**src/rtl/car_motion_ctrl.sv**
```systemverilog
// ---------------------------------------------------------------------------
// car_motion_ctrl
//   Frame-synchronous motion scheduler for the player car sprite.
//   Debounces the left/right buttons once per frame and runs an
//   IDLE/ACCEL/CRUISE/BRAKE FSM. Every state change happens on a clk edge
//   with frame_tick=1, so car_x stays constant for the renderer between ticks.
//
//   Per tick:
//     1) position moves by the speed held *before* this tick
//     2) FSM/speed update, which sees the debounced buttons held before this tick
//     3) debounce update
//
//   Build option: define WRAP_AROUND_EN to wrap car_x around the screen
//   instead of clamping (no bump, speed preserved).
//
// Ports
//   clk        in   pixel clock
//   rst_n      in   synchronous reset, active-low
//   frame_tick in   1-cycle pulse, once per frame
//   btn_left   in   raw left button
//   btn_right  in   raw right button
//   car_x      out  [9:0] car left-edge X position
//   speed      out  [2:0] current speed, pixels/frame
//   dir        out  0 = right, 1 = left
//   moving     out  speed != 0
//   bump       out  1-cycle pulse when the car is clamped at a screen edge
// ---------------------------------------------------------------------------

// One debounced button. The output flips only after DEBOUNCE_FRAMES
// consecutive tick samples that disagree with it.
module car_btn_debounce #(
    parameter int DEBOUNCE_FRAMES = 2
) (
    input  logic clk,
    input  logic rst_n,
    input  logic frame_tick,
    input  logic btn,
    output logic db
);
    localparam int CNT_W = (DEBOUNCE_FRAMES > 1) ? $clog2(DEBOUNCE_FRAMES) : 1;

    logic [CNT_W-1:0] cnt;

    always_ff @(posedge clk) begin
        if (!rst_n) begin
            db  <= 1'b0;
            cnt <= '0;
        end else if (frame_tick) begin
            if (btn == db) begin
                cnt <= '0;
            end else if (cnt == CNT_W'(DEBOUNCE_FRAMES - 1)) begin
                db  <= btn;
                cnt <= '0;
            end else begin
                cnt <= cnt + 1'b1;
            end
        end
    end
endmodule

module car_motion_ctrl #(
    parameter int X_MIN           = 0,
    parameter int X_MAX           = 600,
    parameter int X_RESET         = 100,
    parameter int MAX_SPEED       = 3,
    parameter int ACCEL_FRAMES    = 4,
    parameter int DEBOUNCE_FRAMES = 2
) (
    input  logic       clk,
    input  logic       rst_n,
    input  logic       frame_tick,
    input  logic       btn_left,
    input  logic       btn_right,
    output logic [9:0] car_x,
    output logic [2:0] speed,
    output logic       dir,
    output logic       moving,
    output logic       bump
);
    localparam int ACNT_W = (ACCEL_FRAMES > 1) ? $clog2(ACCEL_FRAMES) : 1;

    typedef enum logic [1:0] {
        IDLE   = 2'd0,
        ACCEL  = 2'd1,
        CRUISE = 2'd2,
        BRAKE  = 2'd3
    } state_t;

    state_t            state_q, state_d;
    logic [ACNT_W-1:0] acnt_q, acnt_d;
    logic [9:0]        car_x_d;
    logic [2:0]        speed_d;
    logic              dir_d, bump_d;

    // ---- debounce: index 0 = right, 1 = left ----
    logic [1:0] btn_raw, db;
    assign btn_raw = {btn_left, btn_right};

    for (genvar i = 0; i < 2; i++) begin : g_db
        car_btn_debounce #(.DEBOUNCE_FRAMES(DEBOUNCE_FRAMES)) u_db (
            .clk        (clk),
            .rst_n      (rst_n),
            .frame_tick (frame_tick),
            .btn        (btn_raw[i]),
            .db         (db[i])
        );
    end

    // Both or neither pressed means no request.
    logic req_r, req_l, req_any, req_same;
    assign req_r    = db[0] & ~db[1];
    assign req_l    = db[1] & ~db[0];
    assign req_any  = req_r | req_l;
    assign req_same = dir ? req_l : req_r;

    // ---- position datapath (11 bits so overflow past X_MAX is visible) ----
    logic [10:0] x_ext, spd_ext, sum_r, diff_l, pos_n;
    logic        ovf_r, ovf_l;

    assign x_ext   = {1'b0, car_x};
    assign spd_ext = {8'b0, speed};
    assign sum_r   = x_ext + spd_ext;
    assign diff_l  = x_ext - spd_ext;
    assign ovf_r   = !dir && (sum_r > 11'(X_MAX));
    assign ovf_l   =  dir && (x_ext < 11'(X_MIN) + spd_ext);

    always_comb begin
        pos_n = dir ? diff_l : sum_r;
`ifdef WRAP_AROUND_EN
        // Wrap: overshoot past one edge re-enters from the other edge.
        if (ovf_r)
            pos_n = 11'(X_MIN) + (sum_r - 11'(X_MAX) - 11'd1);
        else if (ovf_l)
            pos_n = 11'(X_MAX - X_MIN + 1) + x_ext - spd_ext;
`else
        if (ovf_r)
            pos_n = 11'(X_MAX);
        else if (ovf_l)
            pos_n = 11'(X_MIN);
`endif
    end

    // ---- state register ----
    always_ff @(posedge clk) begin
        if (!rst_n) begin
            state_q <= IDLE;
            acnt_q  <= '0;
            car_x   <= 10'(X_RESET);
            speed   <= 3'd0;
            dir     <= 1'b0;
            moving  <= 1'b0;
            bump    <= 1'b0;
        end else begin
            state_q <= state_d;
            acnt_q  <= acnt_d;
            car_x   <= car_x_d;
            speed   <= speed_d;
            dir     <= dir_d;
            moving  <= (speed_d != 3'd0);
            bump    <= bump_d;
        end
    end

    // ---- next state / outputs ----
    logic [2:0] spd_inc, spd_dec;
    assign spd_inc = speed + 3'd1;
    assign spd_dec = (speed == 3'd0) ? 3'd0 : speed - 3'd1;

    always_comb begin
        state_d = state_q;
        acnt_d  = acnt_q;
        car_x_d = car_x;
        speed_d = speed;
        dir_d   = dir;
        bump_d  = 1'b0;

        if (frame_tick) begin
            car_x_d = pos_n[9:0];

            unique case (state_q)
                IDLE: begin
                    if (req_any) begin
                        dir_d   = req_l;
                        speed_d = 3'd1;
                        acnt_d  = '0;
                        state_d = (MAX_SPEED == 1) ? CRUISE : ACCEL;
                    end
                end
                ACCEL: begin
                    if (!req_same) begin
                        // Braking starts on the tick the request drops.
                        speed_d = spd_dec;
                        acnt_d  = '0;
                        state_d = (spd_dec == 3'd0) ? IDLE : BRAKE;
                    end else if (acnt_q == ACNT_W'(ACCEL_FRAMES - 1)) begin
                        speed_d = spd_inc;
                        acnt_d  = '0;
                        if (spd_inc == 3'(MAX_SPEED))
                            state_d = CRUISE;
                    end else begin
                        acnt_d = acnt_q + 1'b1;
                    end
                end
                CRUISE: begin
                    if (!req_same) begin
                        speed_d = spd_dec;
                        acnt_d  = '0;
                        state_d = (spd_dec == 3'd0) ? IDLE : BRAKE;
                    end
                end
                BRAKE: begin
                    if (req_same && speed != 3'd0) begin
                        acnt_d  = '0;
                        state_d = ACCEL;
                    end else begin
                        // Opposite request keeps braking; reversal is
                        // picked up from IDLE on a later tick.
                        speed_d = spd_dec;
                        state_d = (spd_dec == 3'd0) ? IDLE : BRAKE;
                    end
                end
                default: state_d = IDLE;
            endcase

`ifndef WRAP_AROUND_EN
            // Hitting an edge overrides whatever the FSM decided this tick.
            if (ovf_r || ovf_l) begin
                bump_d  = 1'b1;
                speed_d = 3'd0;
                acnt_d  = '0;
                state_d = IDLE;
            end
`endif
        end
    end
endmodule
```
**config.mk**
```make
export PLATFORM = sky130hd
export DESIGN_NAME = car_motion_ctrl
export DESIGN_NICKNAME = d
export VERILOG_FILES = /design/src/rtl/car_motion_ctrl.sv
export SDC_FILE = /design/constraint.sdc
export NUM_CORES = 1
export LEC_CHECK = 0
export BUFFER_PORTS_ARGS = -buffer_cell sky130_fd_sc_hd__buf_2
export CORE_ASPECT_RATIO = 1.5
export CORE_MARGIN = 8
export CORE_UTILIZATION = 48
export DETAILED_ROUTE_END_ITERATION = 16
export PLACE_DENSITY_LB_ADDON = 0.15
export RECOVER_POWER = 25
export SYNTH_ARGS = -nofsm -noshare
export SYNTH_HDL_FRONTEND = slang
export SYNTH_SLANG_ARGS = --single-unit
```
**constraint.sdc**
```tcl
create_clock -name clk -period 3.7 [get_ports clk]
set_input_delay 0.555 -clock clk [delete_from_list [all_inputs] [get_ports clk]]
set_output_delay 0.555 -clock clk [all_outputs]
set_load 0.005 [all_outputs]
```
Word-level counts from Yosys, hierarchy flattened
Cells that the tools add are included.
{"block": "word_totals", "wordCells": 89, "register_bits": 24, "inputBits": 5}
{"block": "classes", "n_mux": 34, "magnitude_cmp": 2, "bitwise_logic": 7, "reduce_logical": 16, "add_sub_neg": 7, "n_eq_ne": 12}
{"op": "10-bit two-way mux", "n": 3}
{"op": "2-bit two-way mux", "n": 14}
{"op": "3-bit two-way mux", "n": 8}
{"op": "2-bit one-hot mux with 4 select lines", "n": 2}
{"op": "3-bit one-hot mux with 4 select lines", "n": 1}
{"op": "10-bit by 3-bit adder with 11-bit output", "n": 1}
{"op": "11-bit by 10-bit > comparator with 1-bit output (second input constant)", "n": 1}
{"op": "10-bit by 3-bit < comparator with 1-bit output", "n": 1}
{"op": "10-bit by 3-bit subtractor with 10-bit output", "n": 1}
{"op": "3-bit inequality test (second input constant)", "n": 3}
{"op": "3-bit AND reduction", "n": 3}
{"op": "4-bit inequality test (second input constant)", "n": 2}
{"op": "2-bit == test (second input constant)", "n": 3}
{"op": "3-bit logical NOT", "n": 2}
{"op": "1-bit two-way mux", "n": 6}
{"op": "3-bit nonzero test", "n": 2}
{"op": "5-bit AND reduction", "n": 1}
{"op": "1-bit NOT", "n": 4}
{"op": "4-bit AND reduction", "n": 1}
{"op": "3-bit by 1-bit adder with 3-bit output (second input constant)", "n": 1}
{"op": "3-bit by 2-bit == test with 1-bit output (second input constant)", "n": 1}
{"op": "1-bit logical AND", "n": 3}
{"op": "3-bit by 1-bit subtractor with 3-bit output (second input constant)", "n": 1}
{"op": "1-bit adder (second input constant)", "n": 2}
{"op": "other kinds (9)", "n": 11}

Longest topological paths before layout
Gate-level depths: netlist of the first run.
{"block": "depth", "word_depth": 9, "ltp_mapped": 13, "ltp_nobuf": 12}

By module
From an unflattened synthesis of the first run, not the netlist that was laid out.
{"block": "unflattened", "cells_unflattened": 261, "area_unflattened_um2": 2039.5}
{"module": "car_motion_ctrl", "seq_area_each_um2": 400.4, "area_each_um2": 1859.3, "cells_per_inst": 243, "n_inst": 1}
{"module": "car_btn_debounce", "seq_area_each_um2": 40.0, "area_each_um2": 90.1, "cells_per_inst": 9, "n_inst": 2}

Worst setup path after synthesis of the first run
OpenSTA, ideal clock, no wires.
{"block": "synth_path", "kind": "flip-flop to flip-flop", "start": "reg speed[2]", "end": "reg state_q[0]", "stages_incl_launch_ff": 12, "setup_slack_ns": 0.896, "path_buffers": 1, "setup_time_ns": 0.071, "t_arrival_ns": 2.734, "path_cell_list": "dfxtp_1 -> clkbuf_1 -> inv_1 -> ha_1 -> nor2b_1 -> o21ai_0 -> a21oi_1 -> nor2_1 -> o311a_1 -> o21a_4 -> or4_1 -> a21oi_1"}
{"block": "synth_between", "elab_chain_cells": 7, "elab_cells_between_ends": 25, "classes_between": "add/sub: 3; order compare: 2; eq/ne: 5; mux: 7; reduce/logical: 8"}
{"element": "from (decl)", "line": "75", "rtl": "output logic [2:0] speed,"}
{"element": "from (signal assigned)", "line": "157", "rtl": "speed <= speed_d;"}
{"element": "parallel branches: the longest is 7 deep, another holds 10-bit by 3-bit adder with 11-bit output"}
{"element": "to (signal assigned)", "line": "154", "rtl": "state_q <= state_d;"}
{"element": "to (decl)", "line": "89", "rtl": "state_t state_q, state_d;"}
Parallel ways; which one is timed is not known. The select of a mux whose other input is x is not followed.
A chain may end at the register's enable or synchronous reset.

Final worst setup path of the first run
{"block": "layout_path", "start": "reg speed[2]", "end": "reg moving"}
{"block": "layout_between", "elab_chain_cells": 7, "elab_cells_between_ends": 21, "classes_between": "add/sub: 3; order compare: 2; mux: 9; reduce/logical: 7"}
{"element": "10-bit by 3-bit adder with 11-bit output (tied with other cells)", "line": "122", "rtl": "assign sum_r = x_ext + spd_ext;"}
{"element": "11-bit by 10-bit > comparator with 1-bit output (tied with other cells)", "line": "124", "rtl": "assign ovf_r = !dir && (sum_r > 11'(X_MAX));"}
{"element": "1-bit logical AND (tied with other cells)", "line": "124"}
{"element": "1-bit logical OR or 3-bit one-hot mux with 4 select lines (tied branches)", "line": "227, 180"}
{"element": "3-bit two-way mux", "line": "227", "rtl": "if (ovf_r || ovf_l) begin"}
{"element": "3-bit two-way mux (*)", "line": "177", "rtl": "if (frame_tick) begin"}
{"element": "3-bit nonzero test (*)", "line": "159", "rtl": "moving <= (speed_d != 3'd0);"}
{"element": "to (signal assigned)", "line": "159"}
{"element": "to (decl)", "line": "77", "rtl": "output logic moving,"}
Mark *: on every way between the ends. The rest lies on a longest branch, timed or not.

==> flow_metrics.tcl, run 1 <==
set metrics [dict create \
    cp.arrival_ns 3.34 \
    cts_htree_levels 1 \
    vias_per_cell 6.05 \
    path_clk_slew_ns 0.09 \
    max_slew_margin_pct 48.9 \
    cts_resized 0 \
    grt_start_max_net_pins 26 \
    routed_wl_mm 5.52 \
    post_cts_buffers 0 \
    grt_antenna_before_repair 0 \
    r2r_cells 11 \
    vias 1991 \
    syn_nets 297 \
    rr_endpoint "moving" \
    tightest_slew_ns 0.745 \
    p_leak_nw 0.830 \
    cts_buffer_depth 2 \
    power_frac_comb_pct 17.5 \
    switching_share_pct 28.1 \
    status "finished, final reports clean" \
    path_class "reg2reg" \
    area_growth_pct 7.73 \
    synth_top_cell_by_area "dfxtp_1" \
    grt_overflow 0 \
    num_rows 29 \
    peakVddDrop_uv 163 \
    grt_pass1_wl_mm 9.24 \
    drc 0 \
    cp-end-kind "register" \
    r2r-start "speed[2]" \
    power_density_nw_per_um2 290 \
    power.share.sequential_pct 45.3 \
    yosys-top-cells-area "dfxtp_1, ha_1, nand2_1, a21oi_1, o21ai_0" \
    fin_nets 305 \
    cts_root_buffer "clkbuf_8" \
    seq_area_frac_synth_pct 23.6 \
    ys_ff_latch 24 \
    port_buffers 20 \
    dp_worst_setup_slack_ns 0.576 \
    drt_iter0_drc 134 \
    core_area_um2 4170 \
    regToRegSetupSlack_ns 0.49 \
    place_hpwl_mm 4.24 \
    drv_slew 0 \
    synth.distinct_cells 56 \
    report.final.hold_viol_count 0 \
    synth-edff-count 0 \
    p_switching_mw 0.179 \
    intPower_mw 0.458 \
    hold-path-cell-count 2 \
    pwr-share-clk_pct 37.3 \
    max-cap-violations 0 \
    place_congestion 0.879 \
    synth.avg_cell_area_um2 7.38 \
    avgRoutedWirePerCell_um 16.8 \
    skew_ns 0.00258 \
    die_w_um 69.2 \
    dieArea_um2 6630 \
    initial_core_util_pct 48.8 \
    cts_sinks 24 \
    cp-startpoint "speed[2]" \
    critPathRequiredTime_ns 3.83 \
    fin_area_um2 2200 \
    io_pins 21 \
    cts_buffers 3 \
    hp-start "acnt_q[0]" \
    synth_ff_type "dfxtp_1" \
    grt_usage_pct 16.6 \
    post-route-util_pct 52.6 \
    synth_top_area_share_pct 23.6 \
    synth_area_um2 2040 \
    rsz0062_at_grt "no" \
    power_mw 0.637 \
    die_h_um 95.8 \
    period_share_pct 86.8 \
    hold_class "reg2reg" \
    multiInputGateArea_um2 1420 \
    setup_tns_ns 0 \
    fillers 432 \
    crit_path_start_kind "register" \
    syn_inst 276 \
    cp_max_fo 10 \
    antenna_cells 0 \
    grt_pass1_vias 1918 \
    async_reset_ff_share_pct 0 \
    min_to "acnt_q[0]" \
    dr.pass1.iters 4 \
    seqCellArea_um2 480 \
    yosys_warnings 0 \
    max_freq_mhz 311 \
    hold_buffers 0 \
    period_needed_ns 3.21 \
    clock_latency_ns 0.27 \
    drive_gt1_share_pct 10.6 \
    place_area_um2 2130 \
    setup_ws_ns 0.488 \
    setup_viol 0 \
    final_antenna_net_count 0 \
    cts_tree "built" \
]
## stage by stage
step	cells	hold WS, ns
2_1_floorplan	276	0.441
3_3_place_gp	325	0.466
3_5_place_dp	325	0.476
4_1_cts	329	0.487
5_1_grt	329	0.508
6_report	329	0.488
## Yosys cell counts (3+ instances only)
| cell | count |
|---|---|
| a31oi_1 | 5 |
| buf_2 | 4 |
| nor2b_1 | 4 |
| a21oi_1 | 20 |
| inv_1 | 17 |
| or3_1 | 5 |
| dfxtp_1 | 24 |
| nand2b_1 | 3 |
| ha_1 | 14 |
| clkbuf_1 | 14 |
| nor2_1 | 17 |
| o31ai_1 | 5 |
| nand3b_1 | 3 |
| a22oi_1 | 3 |
| o21ai_0 | 18 |
| nand3_1 | 8 |
| nor3_1 | 9 |
| nand2_1 | 39 |
| nand4_1 | 3 |
| xnor2_1 | 7 |
| o22ai_1 | 3 |
| mux2i_1 | 3 |
## final cells by class
| cell class | instances | area share, % |
|---|---|---|
| clock buffer | 3 | 1.88 |
| clock inverter | 1 | 1.37 |
| inverter | 18 | 3.08 |
| multi-input combinational | 216 | 64.6 |
| sequential | 24 | 21.9 |
| tap | 46 | 2.62 |
| timing repair buffer | 21 | 4.62 |
## power groups by stage
| stage | clock network (mW) | logic [mW] | registers, mW |
|---|---|---|---|
| final | 0.237 | 0.111 | 0.288 |
| after global routing | 0.252 | 0.125 | 0.291 |
| after CTS | 0.244 | 0.112 | 0.288 |
| after detailed placement | 0 | 0.111 | 0.294 |
| after global placement | 0 | 0.112 | 0.294 |
| after floorplan | 0 | 0.0876 | 0.284 |
## logic make-up (layout without fill, tap and decap cells)
| group | Yosys count | in the layout | synth area share [%] |
|---|---|---|---|
| AND/OR/NAND/NOR | 106 | 106 | 26.0 |
| AO/OA/AOI/OAI | 80 | 80 | 26.6 |
| buffers and inverters | 36 | 43 | 6.88 |
| flip-flops | 24 | 24 | 23.6 |
| adder cells (fa/ha/maj) | 16 | 16 | 10.6 |
| XOR/XNOR | 9 | 9 | 3.87 |
| multiplexers | 5 | 5 | 2.58 |
## routing by layer
metal	vias to the layer above	track usage, %	share of wire, %
met2	40	31.5	53
met1	938	17.9	42
met4	0	8.06	2.4
met5	-	0	0
met3	12	2.06	2.9
li1	1001	-	-
## placed cells by master (no fill, tap or decap), types with 4 or more instances in the layout
cell,instances
nand2_1,39
dfxtp_1,24
a21oi_1,20
o21ai_0,18
inv_1,17
nor2_1,17
buf_2,15
ha_1,14
nor3_1,9
nand3_1,8
xnor2_1,7
or3_1,5
o31ai_1,5
a31oi_1,5
clkbuf_1,5
nor2b_1,4
## flip-flops by register name (all words and copies together) (netlist names)
name           flops
state_q            2
g_db.u_db.db       2
g_db.u_db.cnt      2
car_x             10
dir                1
speed              3
bump               1
acnt_q             2
moving             1
## worst max-delay path: stages (launching register included)
cell and delay, ns:
dfxtp_1 0.60, inv_1 0.13, ha_1 0.40, nor2b_1 0.30, nor2_2 0.13, nor4b_1 0.31
o22a_1 0.19, o311a_1 0.19, o21ai_0 0.12, buf_4 0.21, a22oi_1 0.31, o221ai_1 0.20
## how the worst max path moves through the flow
stage | to | slack [ns] | cells after the start
2_1_floorplan | state_q[0] | 0.90 | 11
3_3_place_gp | moving | 0.56 | 11
3_5_place_dp | moving | 0.58 | 11
4_1_cts | moving | 0.54 | 11
5_1_grt | moving | 0.28 | 11
6_report | moving | 0.49 | 11
(Power assumes the default switching activity.)
==> run 2: changes to the inputs <==
- RECOVER_POWER: 25 -> 50
==> flow_metrics.tcl, run 2 (synthesis results as in run 1) <==
set metrics [dict create \
    status "finished, final reports clean" \
    dr.pass1.iters 4 \
    dp_cells 325 \
    dieArea_um2 6630 \
    rsz0062_at_grt "no" \
    cp-end-kind "register" \
    final_cell_mix "nand2_1, dfxtp_1, a21oi_1, o21ai_0" \
    fin_nets 305 \
    cp.arrival_ns 3.35 \
    io_pins 21 \
    final_common_cell "nand2_1" \
    p_leak_nw 0.803 \
    cts_buffer_depth 2 \
    cts_htree_levels 1 \
    cp_max_fo 10 \
    drive_gt1_share_pct 7.77 \
    grt_start_max_net_pins 26 \
    drc 0 \
    skew_ns 0.00249 \
    place_congestion 0.879 \
    top_register "car_x" \
    max-cap-violations 0 \
    whs_ns 0.488 \
    critPathRequiredTime_ns 3.83 \
    vias 1997 \
    setup_viol 0 \
    tightest_slew_ns 1.08 \
    grt_antenna_before_repair 0 \
    peakVddDrop_uv 163 \
    power_density_nw_per_um2 291 \
    port_buffers 20 \
    reg.largest.list "car_x x10, speed x3" \
    initial_core_util_pct 48.8 \
    path_class "reg2reg" \
    grt_pass1_vias 1918 \
    die_w_um 69.2 \
    seqCellArea_um2 480 \
    die_h_um 95.8 \
    cts_resized 0 \
    clock_latency_ns 0.27 \
    crit_path_start_kind "register" \
    avgRoutedWirePerCell_um 16.9 \
    core_area_um2 4170 \
    cts_root_buffer "clkbuf_8" \
    num_rows 29 \
    dp_worst_setup_slack_ns 0.576 \
    period_share_pct 87.0 \
    path_clk_slew_ns 0.09 \
    setup_ws_ns 0.483 \
    area_growth_pct 7.24 \
    grt_usage_pct 16.6 \
    period_needed_ns 3.22 \
    cts_sinks 24 \
    report.final.hold_viol_count 0 \
    largest_reg_flops 10 \
    drv_slew 0 \
    routed_wl_mm 5.56 \
    max_slew_margin_pct 28.1 \
    place_hpwl_mm 4.24 \
    post_cts_buffers 0 \
    vias_per_cell 6.07 \
    hold_buffers 0 \
    grt_pass1_wl_mm 9.24 \
    cts_tree "built" \
    fillers 437 \
    setup_tns_ns 0 \
    final_antenna_net_count 0 \
    drt_iter0_drc 152 \
    max_freq_mhz 311 \
    fin_cells 329 \
    cts_buffers 3 \
    antenna_cells 0 \
    grt_overflow 0 \
    hold_class "reg2reg" \
    multiInputGateArea_um2 1420 \
]
run 2: cell count changes in the layout (fill, tap and decap cells not counted):
cell / before / now
buf_2: 15 / 7
clkbuf_1: 5 / 13
run 2: area by class of cell:
| cell class | instances | area share [%] |
|---|---|---|
| multi-input combinational | 216 | 64.9 |
| sequential | 24 | 22.0 |
| timing repair buffer | 21 | 4.18 |
| inverter | 18 | 3.09 |
| tap | 46 | 2.63 |
| clock buffer | 3 | 1.89 |
| clock inverter | 1 | 1.37 |
run 2: through the flow:
stage          cell area, um2  total power [mW]  utilization (%)
6_report                 2190             0.636             52.4
5_1_grt                  2190             0.668             52.4
4_1_cts                  2200             0.643             52.8
3_5_place_dp             2130             0.405             51.1
3_3_place_gp             2130             0.406             51.1
2_1_floorplan            2040             0.372                -
run 2: worst paths after layout:
kind | slack (ns) | depth (start not counted) | startpoint | to
hold / removal | 0.49 | 2 | acnt_q[0] | acnt_q[0]
setup / recovery | 0.48 | 11 | speed[2] | moving
hold reg to reg | 0.49 | 2 | acnt_q[0] | acnt_q[0]
setup reg to reg | 0.48 | 11 | speed[2] | moving
run 2: metal layers:
metal	routed length [um]	share of wire (%)	vias to the layer above	GRT usage (%)
met3	192	3.5	12	2.06
met4	134	2.4	0	8.06
met1	2290	41	933	17.9
met5	0	0	-	0
li1	-	-	1001	-
met2	2940	53	51	31.5
run 2: where the power goes:
group          total, mW  switching, mW  internal, mW
Sequential         0.288         0.0200         0.268
Combinational      0.111         0.0665        0.0441
Clock              0.237         0.0925         0.145
Total              0.636          0.179         0.457
run 2: worst max-delay path, cell delays in order (launching register included):
cell and delay [ns]:
dfxtp_1 0.61, inv_1 0.13, ha_1 0.40, nor2b_1 0.30, nor2_2 0.13, nor4b_1 0.31
o22a_1 0.19, o311a_1 0.19, o21ai_0 0.12, buf_4 0.21, a22oi_1 0.31, o221ai_1 0.20
==> run 3: changes to the inputs <==
- ABC_AREA: default -> 1
- PLACE_DENSITY: default -> 0.67
- PLACE_DENSITY_LB_ADDON: 0.15 -> default
==> flow_metrics.tcl, run 3 <==
set metrics [dict create \
    status "finished, final reports clean" \
    peakVddDrop_uv 325 \
    async_reset_ff_share_pct 0 \
    met1_length_mm 2.29 \
    synth_top_area_share_pct 22.2 \
    top_register "car_x" \
    dieArea_um2 6960 \
    grt_start_max_net_pins 22 \
    port_buffers 20 \
    cp.arrival_ns 3.20 \
    antenna_cells 0 \
    drt_iter0_drc 164 \
    final_antenna_net_count 0 \
    grt_overflow 0 \
    die_h_um 98.3 \
    hold-path-cell-count 1 \
    path_clk_slew_ns 0.09 \
    grt_antenna_before_repair 0 \
    fin_area_um2 2340 \
    rsz0062_at_grt "no" \
    drv_slew 0 \
    crit_path_start_kind "register" \
    max-cap-violations 0 \
    switching_share_pct 36.1 \
    seq_area_frac_synth_pct 22.2 \
    p_switching_mw 0.298 \
    setup_viol 0 \
    synth_ff_type "dfxtp_1" \
    synth_compound_area_share_pct 17.7 \
    cts_htree_levels 1 \
    yosysMostFrequentCell "nand2_1" \
    cts_tree "built" \
    final_cell_mix "nand2_1, inv_1, nor2_1, nand3_1, dfxtp_1" \
    fin_cells 391 \
    intPower_mw 0.527 \
    ys_top_cells_by_count "nand2_1, inv_1, nor2_1, nand3_1, dfxtp_1" \
    yosys-top-cells-area "dfxtp_1, nand2_1, ha_1, inv_1, nor2_1" \
    tightest_slew_ns 0.915 \
    area_growth_pct 7.97 \
    synthMuxAreaShare_pct 0 \
    dr.max_layer_used "met4" \
    post-route-util_pct 52.8 \
    die_w_um 70.8 \
    synth-edff-count 0 \
    skew_ns 0.00198 \
    cts_buffer_depth 2 \
    hold_buffers 0 \
    drive_gt1_share_pct 15.2 \
    synth.distinct_cells 40 \
    yosys.area_share.simple_pct 37.9 \
    wl_met3_um 152 \
    core_area_um2 4430 \
    period_share_pct 82.0 \
    vias_per_cell 5.61 \
    max_slew_margin_pct 39.0 \
    yosys_warnings 0 \
    synth_top_family_by_area "simple AND/OR/NAND/NOR gates" \
    report.final.hold_viol_count 0 \
    grt_usage_pct 16.9 \
    ys_ff_latch 24 \
    max_freq_mhz 330 \
    avgRoutedWirePerCell_um 14.8 \
    reg.largest.list "car_x x10, speed x3" \
    period_needed_ns 3.03 \
    cts_sinks 24 \
    grt_pass1_vias 2109 \
    fin_nets 365 \
    post_cts_buffers 0 \
    hold_class "reg2reg" \
    cts_buffers 3 \
    cp-end-kind "register" \
    cp_max_fo 15 \
    cts_resized 0 \
    place_congestion 0.952 \
    pwr-share-clk_pct 27.9 \
    vias 2193 \
    syn_nets 348 \
    setup_tns_ns 0 \
    largest_reg_flops 10 \
    power.share.sequential_pct 38.9 \
    synth_xor_area_share_pct 1.62 \
    synth_area_um2 2170 \
    grt_pass1_wl_mm 9.66 \
    r2r_cells 12 \
    critPathRequiredTime_ns 3.86 \
    path_class "reg2reg" \
    syn_inst 327 \
    drc 0 \
    final_common_cell "nand2_1" \
    synth.avg_cell_area_um2 6.62 \
    synth_top_cell_by_area "dfxtp_1" \
    p_leak_nw 1.10 \
    power_density_nw_per_um2 353 \
    routed-wl-met2_mm 3.23 \
    dr.pass1.iters 4 \
    io_pins 21 \
    dp_cells 387 \
    clock_latency_ns 0.27 \
    cts_root_buffer "clkbuf_8" \
    power_frac_comb_pct 33.1 \
    num_rows 30 \
    routed_wl_mm 5.78 \
    place_hpwl_mm 4.61 \
    synthAdderAreaFrac_pct 9.94 \
    place_area_um2 2280 \
    initial_core_util_pct 48.9 \
]
## run 3: cell types whose count changed after synthesis, moves of 7 or more
cell,before,now
clkbuf_1,14,2
nand2_1,39,61
nor3_1,9,2
nand2_2,0,12
o211ai_1,1,8
inv_1,17,40
nand3_1,8,25
nor2_1,17,34
## run 3: power by group through the flow
stage          Sequential [mW]  Combinational [mW]  Clock [mW]
2_1_floorplan            0.313               0.221           0
3_3_place_gp             0.326               0.275           0
3_5_place_dp             0.327               0.273           0
4_1_cts                  0.321               0.275       0.238
5_1_grt                  0.326               0.310       0.249
6_report                 0.321               0.273       0.231
## run 3: metrics by stage
stage / setup WS [ns] / hold slack [ns] / power, mW
2_1_floorplan: 1.31 / 0.426 / 0.533
3_3_place_gp: 0.767 / 0.436 / 0.602
3_5_place_dp: 0.710 / 0.442 / 0.600
4_1_cts: 0.690 / 0.455 / 0.834
5_1_grt: 0.302 / 0.491 / 0.886
6_report: 0.666 / 0.450 / 0.825
## run 3: final timing paths
check / startpoint / slack, ns / endpoint
max: speed[1] / 0.67 / moving
min: g_db[0].u_db.cnt / 0.45 / g_db[0].u_db.cnt
max reg2reg: speed[1] / 0.67 / moving
min reg2reg: g_db[0].u_db.cnt / 0.45 / g_db[0].u_db.cnt
## run 3: cell type report
type,instances,area [um2]
Timing Repair Buffer,20,90.1
Clock inverter,1,30.0
Tap cell,48,60.1
Inverter,47,181
Clock buffer,3,41.3
Sequential cell,24,480
Multi-Input combinational cell,248,1460
Fill cell,464,2090
## run 3: metal layers
layer / global-route usage (%) / up-vias
li1: - / 1128
met1: 16.9 / 1012
met2: 33.3 / 39
met3: 2.15 / 14
met4: 6.60 / 0
met5: 0 / -
## run 3: logic make-up after synthesis
| kind of cell | count (synthesis) |
|---|---|
| compound gates | 65 |
| xor+xnor | 4 |
| fa+ha+maj | 16 |
| buf+inv | 55 |
| flops | 24 |
| simple gates | 163 |
## run 3: critical path, cell delays in order (launching register included)
cell and delay (ns):
dfxtp_1 0.52, inv_1 0.20, fa_1 0.44, nand2_1 0.11, nand3_1 0.12, nor2_2 0.13
nand3_1 0.10, nor2_1 0.13, nand3_1 0.51, nand2_2 0.38, o22ai_1 0.10, nand2_1 0.12
nand3b_1 0.07
